[src/rtl/nand_phy_dqs_wr_seq_if.sv]
// Write-burst request/status bundle between a NAND controller and the DQS write sequencer.
// The controller drives the request side; the sequencer returns status and pad controls.
interface nand_phy_dqs_wr_seq_if #(
  parameter int LEN_W = 16
);
  logic             wr_start;
  logic [LEN_W-1:0] wr_cycles;
  logic             busy;
  logic             done;
  logic             wr_err;
  logic             data_req;
  logic             dq_oe_n;
  logic             dqs_oe_n;
  logic             dqs_rst_n;

  modport master (
    output wr_start, wr_cycles,
    input  busy, done, wr_err, data_req, dq_oe_n, dqs_oe_n, dqs_rst_n
  );

  modport slave (
    input  wr_start, wr_cycles,
    output busy, done, wr_err, data_req, dq_oe_n, dqs_oe_n, dqs_rst_n
  );
endinterface

[src/rtl/nand_phy_dqs_wr_seq.sv]
// NAND PHY DQS write sequencer: preamble, data burst and postamble on DQ/DQS, all outputs registered.
// Optional macro NAND_DQS_WR_ABORT_EN adds wr_abort, which cuts PRE/DATA short into a full PST.
module nand_phy_dqs_wr_seq #(
  parameter int PRE_CYCLES = 1,
  parameter int PST_CYCLES = 1,
  parameter int LEN_W      = 16
) (
  input logic clk0,
  input logic rst0_n,
`ifdef NAND_DQS_WR_ABORT_EN
  input logic wr_abort,
`endif
  nand_phy_dqs_wr_seq_if.slave bus
);

  typedef enum logic [1:0] {S_IDLE, S_PRE, S_DATA, S_PST} state_e;

  localparam logic [3:0]       PRE_LD = 4'(PRE_CYCLES - 1);
  localparam logic [3:0]       PST_LD = 4'(PST_CYCLES - 1);
  localparam logic [LEN_W-1:0] ONE    = {{(LEN_W-1){1'b0}}, 1'b1};

  state_e           r_state, w_state_nxt;
  logic [3:0]       r_tmr, w_tmr_nxt;
  logic [LEN_W-1:0] r_cnt, w_cnt_nxt;
  logic             w_done_nxt, w_err_nxt, w_abort;

  logic r_busy, r_done, r_err, r_data_req, r_dq_oe_n, r_dqs_oe_n, r_dqs_rst_n;

`ifdef NAND_DQS_WR_ABORT_EN
  assign w_abort = wr_abort;
`else
  assign w_abort = 1'b0;
`endif

  // r_tmr times the fixed-length PRE/PST phases; r_cnt holds the remaining DATA periods.
  always_comb begin
    // NOTE: every signal gets a default first so no path leaves one unassigned (no latch).
    w_state_nxt = r_state;
    w_tmr_nxt   = r_tmr;
    w_cnt_nxt   = r_cnt;
    w_done_nxt  = 1'b0;
    w_err_nxt   = 1'b0;
    case (r_state)
      S_IDLE: begin
        if (bus.wr_start) begin
          if (bus.wr_cycles != '0) begin
            w_state_nxt = S_PRE;
            w_tmr_nxt   = PRE_LD;
            w_cnt_nxt   = bus.wr_cycles;
          end else begin
            w_err_nxt = 1'b1;
          end
        end
      end
      S_PRE: begin
        if (w_abort) begin
          w_state_nxt = S_PST;
          w_tmr_nxt   = PST_LD;
          w_cnt_nxt   = '0;
        end else if (r_tmr == 4'd0) begin
          w_state_nxt = S_DATA;
        end else begin
          w_tmr_nxt = r_tmr - 4'd1;
        end
      end
      S_DATA: begin
        if (w_abort || r_cnt == ONE) begin
          w_state_nxt = S_PST;
          w_tmr_nxt   = PST_LD;
          w_cnt_nxt   = '0;
        end else begin
          w_cnt_nxt = r_cnt - ONE;
        end
      end
      S_PST: begin
        if (r_tmr == 4'd0) begin
          w_state_nxt = S_IDLE;
          w_done_nxt  = 1'b1;
        end else begin
          w_tmr_nxt = r_tmr - 4'd1;
        end
      end
      default: w_state_nxt = S_IDLE;
    endcase
  end

  // Outputs are decoded from the next state so they change on the same edge as the state.
  always_ff @(posedge clk0 or negedge rst0_n) begin
    if (!rst0_n) begin
      r_state     <= S_IDLE;
      r_tmr       <= 4'd0;
      r_cnt       <= '0;
      r_busy      <= 1'b0;
      r_done      <= 1'b0;
      r_err       <= 1'b0;
      r_data_req  <= 1'b0;
      r_dq_oe_n   <= 1'b1;
      r_dqs_oe_n  <= 1'b1;
      r_dqs_rst_n <= 1'b0;
    end else begin
      // NOTE: non-blocking assignments so every flop samples the pre-edge values.
      r_state     <= w_state_nxt;
      r_tmr       <= w_tmr_nxt;
      r_cnt       <= w_cnt_nxt;
      r_busy      <= (w_state_nxt != S_IDLE);
      r_done      <= w_done_nxt;
      r_err       <= w_err_nxt;
      r_data_req  <= (w_state_nxt == S_DATA);
      r_dq_oe_n   <= (w_state_nxt != S_DATA);
      r_dqs_oe_n  <= (w_state_nxt == S_IDLE);
      r_dqs_rst_n <= (w_state_nxt == S_DATA);
    end
  end

  assign bus.busy      = r_busy;
  assign bus.done      = r_done;
  assign bus.wr_err    = r_err;
  assign bus.data_req  = r_data_req;
  assign bus.dq_oe_n   = r_dq_oe_n;
  assign bus.dqs_oe_n  = r_dqs_oe_n;
  assign bus.dqs_rst_n = r_dqs_rst_n;

endmodule

[src/flat_wrapper.sv]
// flat-port wrapper written by rule: the top's interface ports become plain ports
module nand_phy_dqs_wr_seq_flat 
#(
  parameter int PRE_CYCLES = 1,
  parameter int PST_CYCLES = 1,
  parameter int LEN_W      = 16
)
  (clk0, rst0_n, bus_wr_start, bus_wr_cycles, bus_busy, bus_done, bus_wr_err, bus_data_req, bus_dq_oe_n, bus_dqs_oe_n, bus_dqs_rst_n);
  nand_phy_dqs_wr_seq_if #(.LEN_W(LEN_W)) bus_i ();
  input logic clk0;
  input logic rst0_n;
  input wire logic [$bits(bus_i.wr_start)-1:0] bus_wr_start;
  input wire logic [$bits(bus_i.wr_cycles)-1:0] bus_wr_cycles;
  output wire logic [$bits(bus_i.busy)-1:0] bus_busy;
  output wire logic [$bits(bus_i.done)-1:0] bus_done;
  output wire logic [$bits(bus_i.wr_err)-1:0] bus_wr_err;
  output wire logic [$bits(bus_i.data_req)-1:0] bus_data_req;
  output wire logic [$bits(bus_i.dq_oe_n)-1:0] bus_dq_oe_n;
  output wire logic [$bits(bus_i.dqs_oe_n)-1:0] bus_dqs_oe_n;
  output wire logic [$bits(bus_i.dqs_rst_n)-1:0] bus_dqs_rst_n;
  assign bus_i.wr_start = bus_wr_start;
  assign bus_i.wr_cycles = bus_wr_cycles;
  assign bus_busy = bus_i.busy;
  assign bus_done = bus_i.done;
  assign bus_wr_err = bus_i.wr_err;
  assign bus_data_req = bus_i.data_req;
  assign bus_dq_oe_n = bus_i.dq_oe_n;
  assign bus_dqs_oe_n = bus_i.dqs_oe_n;
  assign bus_dqs_rst_n = bus_i.dqs_rst_n;
  nand_phy_dqs_wr_seq #(.PRE_CYCLES(PRE_CYCLES), .PST_CYCLES(PST_CYCLES), .LEN_W(LEN_W)) u_core (.clk0(clk0), .rst0_n(rst0_n), .bus(bus_i));
endmodule
[config.mk]
export PLATFORM = sky130hd
export DESIGN_NAME = nand_phy_dqs_wr_seq_flat
export DESIGN_NICKNAME = d
export VERILOG_FILES = /design/src/rtl/nand_phy_dqs_wr_seq_if.sv /design/src/rtl/nand_phy_dqs_wr_seq.sv /design/src/flat_wrapper.sv
export SDC_FILE = /design/constraint.sdc
export NUM_CORES = 1
export LEC_CHECK = 0
export BUFFER_PORTS_ARGS = -buffer_cell sky130_fd_sc_hd__buf_2
export CAP_MARGIN = 5
export CORE_MARGIN = 10
export CORE_UTILIZATION = 36
export CTS_CLUSTER_SIZE = 25
export DETAILED_ROUTE_END_ITERATION = 16
export GPL_TIMING_DRIVEN = 0
export PLACE_DENSITY = 0.64
export SLEW_MARGIN = 20
export SYNTH_ARGS = -nofsm -noshare
export SYNTH_HDL_FRONTEND = slang
export SYNTH_SLANG_ARGS = --single-unit
[constraint.sdc]
create_clock -name clk0 -period 1.7 [get_ports clk0]
set_input_delay 0.17 -clock clk0 [delete_from_list [all_inputs] [get_ports clk0]]
set_output_delay 0.17 -clock clk0 [all_outputs]
set_load 0.01 [all_outputs]
Word-level counts from Yosys, hierarchy flattened --
Cells that the tools add are included.
Operators by class: add/subtract/negate cells 2, multipliers 0, divide/modulo/power cells 0, order comparisons 0, eq/ne operators 10, shifts and indexed selects 0, multiplexer cells 20, bitwise operators 0, reductions and logical operators 9
Operator list (count):
- $mux 16 | 3
- $pmux 16 s2 | 1
- $eq 16x1->1 const B | 1
- $mux 4 | 4
- $reduce_bool 16->1 | 1
- $sub 16x1->16 const B | 1
- $pmux 4 s3 | 1
- $mux 2 | 5
- $pmux 2 s4 | 1
- $eq 2x2->1 const B | 3
- $ne 2x2->1 const B | 3
- $mux 1 | 5
- $logic_not 2->1 | 2
- $logic_not 4->1 | 1
- $ne 2x1->1 const B | 2
- $reduce_and 4->1 | 1
- $reduce_bool 2->1 | 2
- $sub 4x1->4 const B | 1
- $reduce_and 3->1 | 1
- $eq 2x1->1 const B | 1
- $reduce_or 2->1 | 1
Word-level totals: register bits after elaboration 28, bits in latches 0, bits in writable memories 0, memory bits (read-only) 0, input port bits 19, memories 0

Depth between registers and ports, before layout --
depth after elaboration 5, mapped depth 8, depth with buffers taken out 7

Least setup slack after synthesis --
OpenSTA, ideal clock, no wires.
path type register -> register, from register u_core.r_cnt[0], to register u_core.r_cnt[12], arrival time 1.698 ns, data required time 1.634 ns, slack -0.064 ns, cell stages (with the launch flop) 8, path buffers 0, period minus slack after synthesis 1.764 ns, cell sequence dfrtp_1 inv_1 ha_1 nor3b_1 nand3_1 or4_1 a21oi_1 a221o_1
Between the ends: cells in the longest elaborated chain, start to end 3, elaborated cells between the ends (all ways) 4
RTL lines:
- start, declared | line nand_phy_dqs_wr_seq.sv:24 | logic [LEN_W-1:0] r_cnt, w_cnt_nxt;
- start signal, assigned | line nand_phy_dqs_wr_seq.sv:104 | r_cnt <= w_cnt_nxt;
- $sub 16x1->16 / $eq 16x1->1 (equally long branches) | line nand_phy_dqs_wr_seq.sv:72, nand_phy_dqs_wr_seq.sv:67
- $mux 16 (*) | line nand_phy_dqs_wr_seq.sv:67 | if (w_abort || r_cnt == ONE) begin
- $pmux 16 s2 (*) | line nand_phy_dqs_wr_seq.sv:43 | case (r_state)
Mark *: on every way between the ends. The rest lies on a longest branch, timed or not. A chain may end at the register's enable or synchronous reset.

Final worst setup path --
from register u_core.r_cnt[7], to register u_core.r_cnt[8]
Same word-level chain as after synthesis.

==> impl_summary.log <==
[metrics] area fraction in and, or, nand and nor cells after synthesis: 0.2108
[metrics] placed cell count: 236
[metrics] area overhead of the layout relative to synthesis: 46.28%
[metrics] max capacitance violation total: 0
[metrics] timing startpoint of the critical path: u_core.r_cnt[7]$_DFFE_PN0P_
[metrics] share of synthesized area occupied by flip-flops and latches: 0.4453
[metrics] largest vdd supply drop: about 0.55 mV
[metrics] drt initial violations: 72
[metrics] Detail Route Antenna Nets: 0
[metrics] final setup violation count: 19
[metrics] count of buffers from port buffering: 25
[metrics] Worst Setup Path Type: reg -> reg
[metrics] final critical path time including I/O delays and setup: roughly 1900 ps
[metrics] max_slew headroom: 0.5665
[metrics] Final Wtd Congestion: 0.8676
[metrics] first drt pass iteration count: 4
[metrics] slew of the pin with the lowest slew margin: ~650 ps
[metrics] most frequent cells after synthesis: dfrtp_1, inv_1, nand3_1
[metrics] violated checks: setup timing
[metrics] Layout Nets: about 240
[metrics] cell types occupying the most area after synthesis: dfrtp_1, nand3_1, dfstp_2, a221o_1, inv_1
[metrics] WL per Instance: 18.36 um
[metrics] setup slack of the worst register-to-register path: -190 ps
[metrics] via/cell ratio: 5.751
[metrics] Lkg Pwr: about 1 nW
[metrics] pins over their slew limit: 0
[metrics] fraction of registers with async set or reset after synthesis: 1.000
[metrics] clock transition at the registers of the reported paths: 100 ps
[metrics] biggest area consumer among synthesized cells: dfrtp_1
[metrics] fraction of layout cells with a size suffix above 1: 0.4930
[metrics] final core area utilization: 0.5379
[metrics] vertical die dimension: 86.23 um
[metrics] H-tree depth reported by CTS: 1
[metrics] number of register bits inferred by synthesis: 28
[metrics] CP max FO: 6
[metrics] mean post-synth cell area: around 9.9 um2
[metrics] Synth Flop Type: dfrtp_1
[metrics] net count after synthesis: 181
[metrics] Arr. time, crit path: just over 2000 ps
[metrics] share of the synthesized area in the top cell type: 0.4120
[metrics] core outline area: 0.004294 mm2
[metrics] required time reported for the critical path endpoint: 1880 ps
[metrics] DRC Markers: 0
[metrics] share of the synthesized area in compound gates (AO/OA/AOI/OAI): 0.2266
[metrics] Reg2Reg Launch Point: u_core.r_cnt[7]$_DFFE_PN0P_
[metrics] synthesized-area fraction occupied by xor and xnor cells: 0.01109
[metrics] overall via count from detail_route: about 1.5k
[metrics] Die X-Extent: 86.23 um
[metrics] Fill cells: 360
[metrics] count of flip-flops with a built-in enable after synthesis: 0
[metrics] antenna violations before repair: 0
[metrics] placed inst area: 0.001793 mm2
[metrics] vias in the first global route: between 1.5k and 2k
[metrics] global-route total usage across every layer: 0.1256
[metrics] post-synth design cell area: 0.001579 mm2
[metrics] Worst-Skew Late Latency: ~280 ps
[metrics] cell at the root of the clock tree: clkbuf_8
[metrics] Starting Density: 0.3677
[metrics] type of element capturing the critical path: register
[metrics] number of instances in the synthesized netlist: 159
[metrics] number of standard-cell rows in the floorplan: 24
[metrics] library cell with the highest instance count after synthesis: dfrtp_1
[metrics] Total Die Area: 0.007436 mm2
[metrics] dominant combinational cell family by area after synthesis: compound AO/OA/AOI/OAI gates
[metrics] Synth cell types: 49
[metrics] total number of yosys warnings: 0
[metrics] Reg2Reg Capture Point: u_core.r_cnt[8]$_DFFE_PN0P_
[metrics] mux share of post-synthesis cell area: 0.01902
[metrics] Worst Reg-to-Reg Cells: 6
[metrics] Routed WL: 4.865 mm
[metrics] total clock sinks: 28
[metrics] unrepaired setup endpoints after global routing: true
[metrics] post-route cell area: 0.002310 mm2
[metrics] TritonCTS Buffers: 3
[metrics] power density over the cells: between 500 and 600 mW/mm2
[metrics] number of non-filler instances in the completed layout: ~270
[metrics] total gr overflow: 0
[metrics] capturing instance or port of the critical path: u_core.r_cnt[8]$_DFFE_PN0P_
[metrics] run status: finished with violations
[metrics] critical path startpoint category: register
[metrics] clock tree from TritonCTS: yes
[metrics] highest clock frequency the design can meet: ~0.53 GHz
[metrics] wire length of the first global-routing pass: approximately 7.7 mm
[metrics] adder-cell area share of the yosys netlist: 0.02377
[metrics] clock tree skew after final layout: around 7.3 ps
[metrics] part of the cycle the worst path needs: 1.113
[metrics] maximum clock path buffer count: 2
[metrics] total count of hold-check failures in the final report: 0
[metrics] Worst Slack Setup Final: -192.4 ps
[metrics] Hold/Removal Path Class: in -> reg
[metrics] final antenna diode count: 0
[metrics] largest net degree at the start of global routing: 29
[metrics] IO Pins: 26
[metrics] sum of net half-perimeters after detailed placement: 2.955 mm
logic make-up after synthesis:
family | count (synthesis)
compound gates | 49
xor+xnor | 2
fa+ha+maj | 3
buf+inv | 18
flops | 28
mux | 3
simple gates | 56
where the power goes:
group          total (mW)  leakage (nW)  internal (mW)  switching (mW)
registers           0.744         0.318          0.691          0.0524
logic               0.141         0.629         0.0720          0.0688
clock network       0.429        0.0288          0.208           0.222
stage by stage:
step	power, mW	setup WS (ps)	setup TNS [ps]	hold WS [ps]
after floorplan	0.7909	-37.70	-141.8	-125.6
after global placement	0.8485	-257.8	-3300	233.3
after detailed placement	0.8497	-262.8	-3003	237.9
after CTS	1.309	-108.4	-743.6	95.53
after global routing	1.364	-246.1	-3019	112.2
final	1.314	-192.4	-1859	97.66
routing by layer:
layer | global-route usage | share of wire | routed length, um
met3 | 0.04409 | 0.056 | 271
met1 | 0.1506 | 0.42 | 2044
met4 | 0.02651 | 0.0064 | 31
met2 | 0.2116 | 0.52 | 2517
met5 | 0 | 0 | 0
placed cells by master (no fill, tap or decap), drive strengths merged, types with 6 or more instances in the layout:
master,instances
dfrtp,26
nor3,7
a21oi,6
buf,54
nand3,12
nand2,9
nor4,7
nor2,6
o21ai,10
inv,13
layout make-up:
class | instances | area (um2) | share of cell area
inverter | 13 | 48.80 | 0.02113
buffer | 5 | 51.30 | 0.02221
sequential | 28 | 706.9 | 0.3061
timing repair buffer | 50 | 354.1 | 0.1533
tap | 52 | 65.06 | 0.02817
multi-input combinational | 113 | 1028 | 0.4453
clock buffer | 4 | 55.05 | 0.02384
critical path: stages (launching register included):
cell	delay, ps
dfrtp_2	500
nor3_4	300
and4_4	300
a21o_4	190
buf_6	120
o21bai_4	40
a221o_1	320
repair_timing:
| action | 4_1_cts | 5_1_grt |
|---|---|---|
| pin swaps | 14 | 17 |
| setup endpoints to repair | 22 | 22 |
| endpoints found under the hold margin | 26 | 0 |
| setup buffers | 19 | 6 |
| hold buffers | 1 | 0 |
| gates resized for setup | 39 | 19 |
state kept, by name (all words and copies together) (netlist names):
name,flops
u_core.bus.dqs_oe_n,1
u_core.r_cnt,16
u_core.bus.busy,1
u_core.bus.data_req,1
u_core.bus.dq_oe_n,1
u_core.bus.done,1
u_core.r_state,2
u_core.r_tmr,4
u_core.bus.wr_err,1
worst min path at each step:
stage	from	endpoint	slack, ps	depth (start not counted)
6_report	bus_wr_cycles[9]	u_core.r_cnt[9]$_DFFE_PN0P_	100	2
5_1_grt	bus_wr_cycles[9]	u_core.r_cnt[9]$_DFFE_PN0P_	110	2
4_1_cts	bus_wr_cycles[9]	u_core.r_cnt[9]$_DFFE_PN0P_	100	2
3_5_place_dp	rst0_n	u_core.r_cnt[0]$_DFFE_PN0P_	240	1
3_3_place_gp	rst0_n	u_core.bus.busy$_DFF_PN0_	230	1
2_1_floorplan	rst0_n	u_core.bus.busy$_DFF_PN0_	-130	0
No activity file was read; power rests on OpenSTA's default activity.
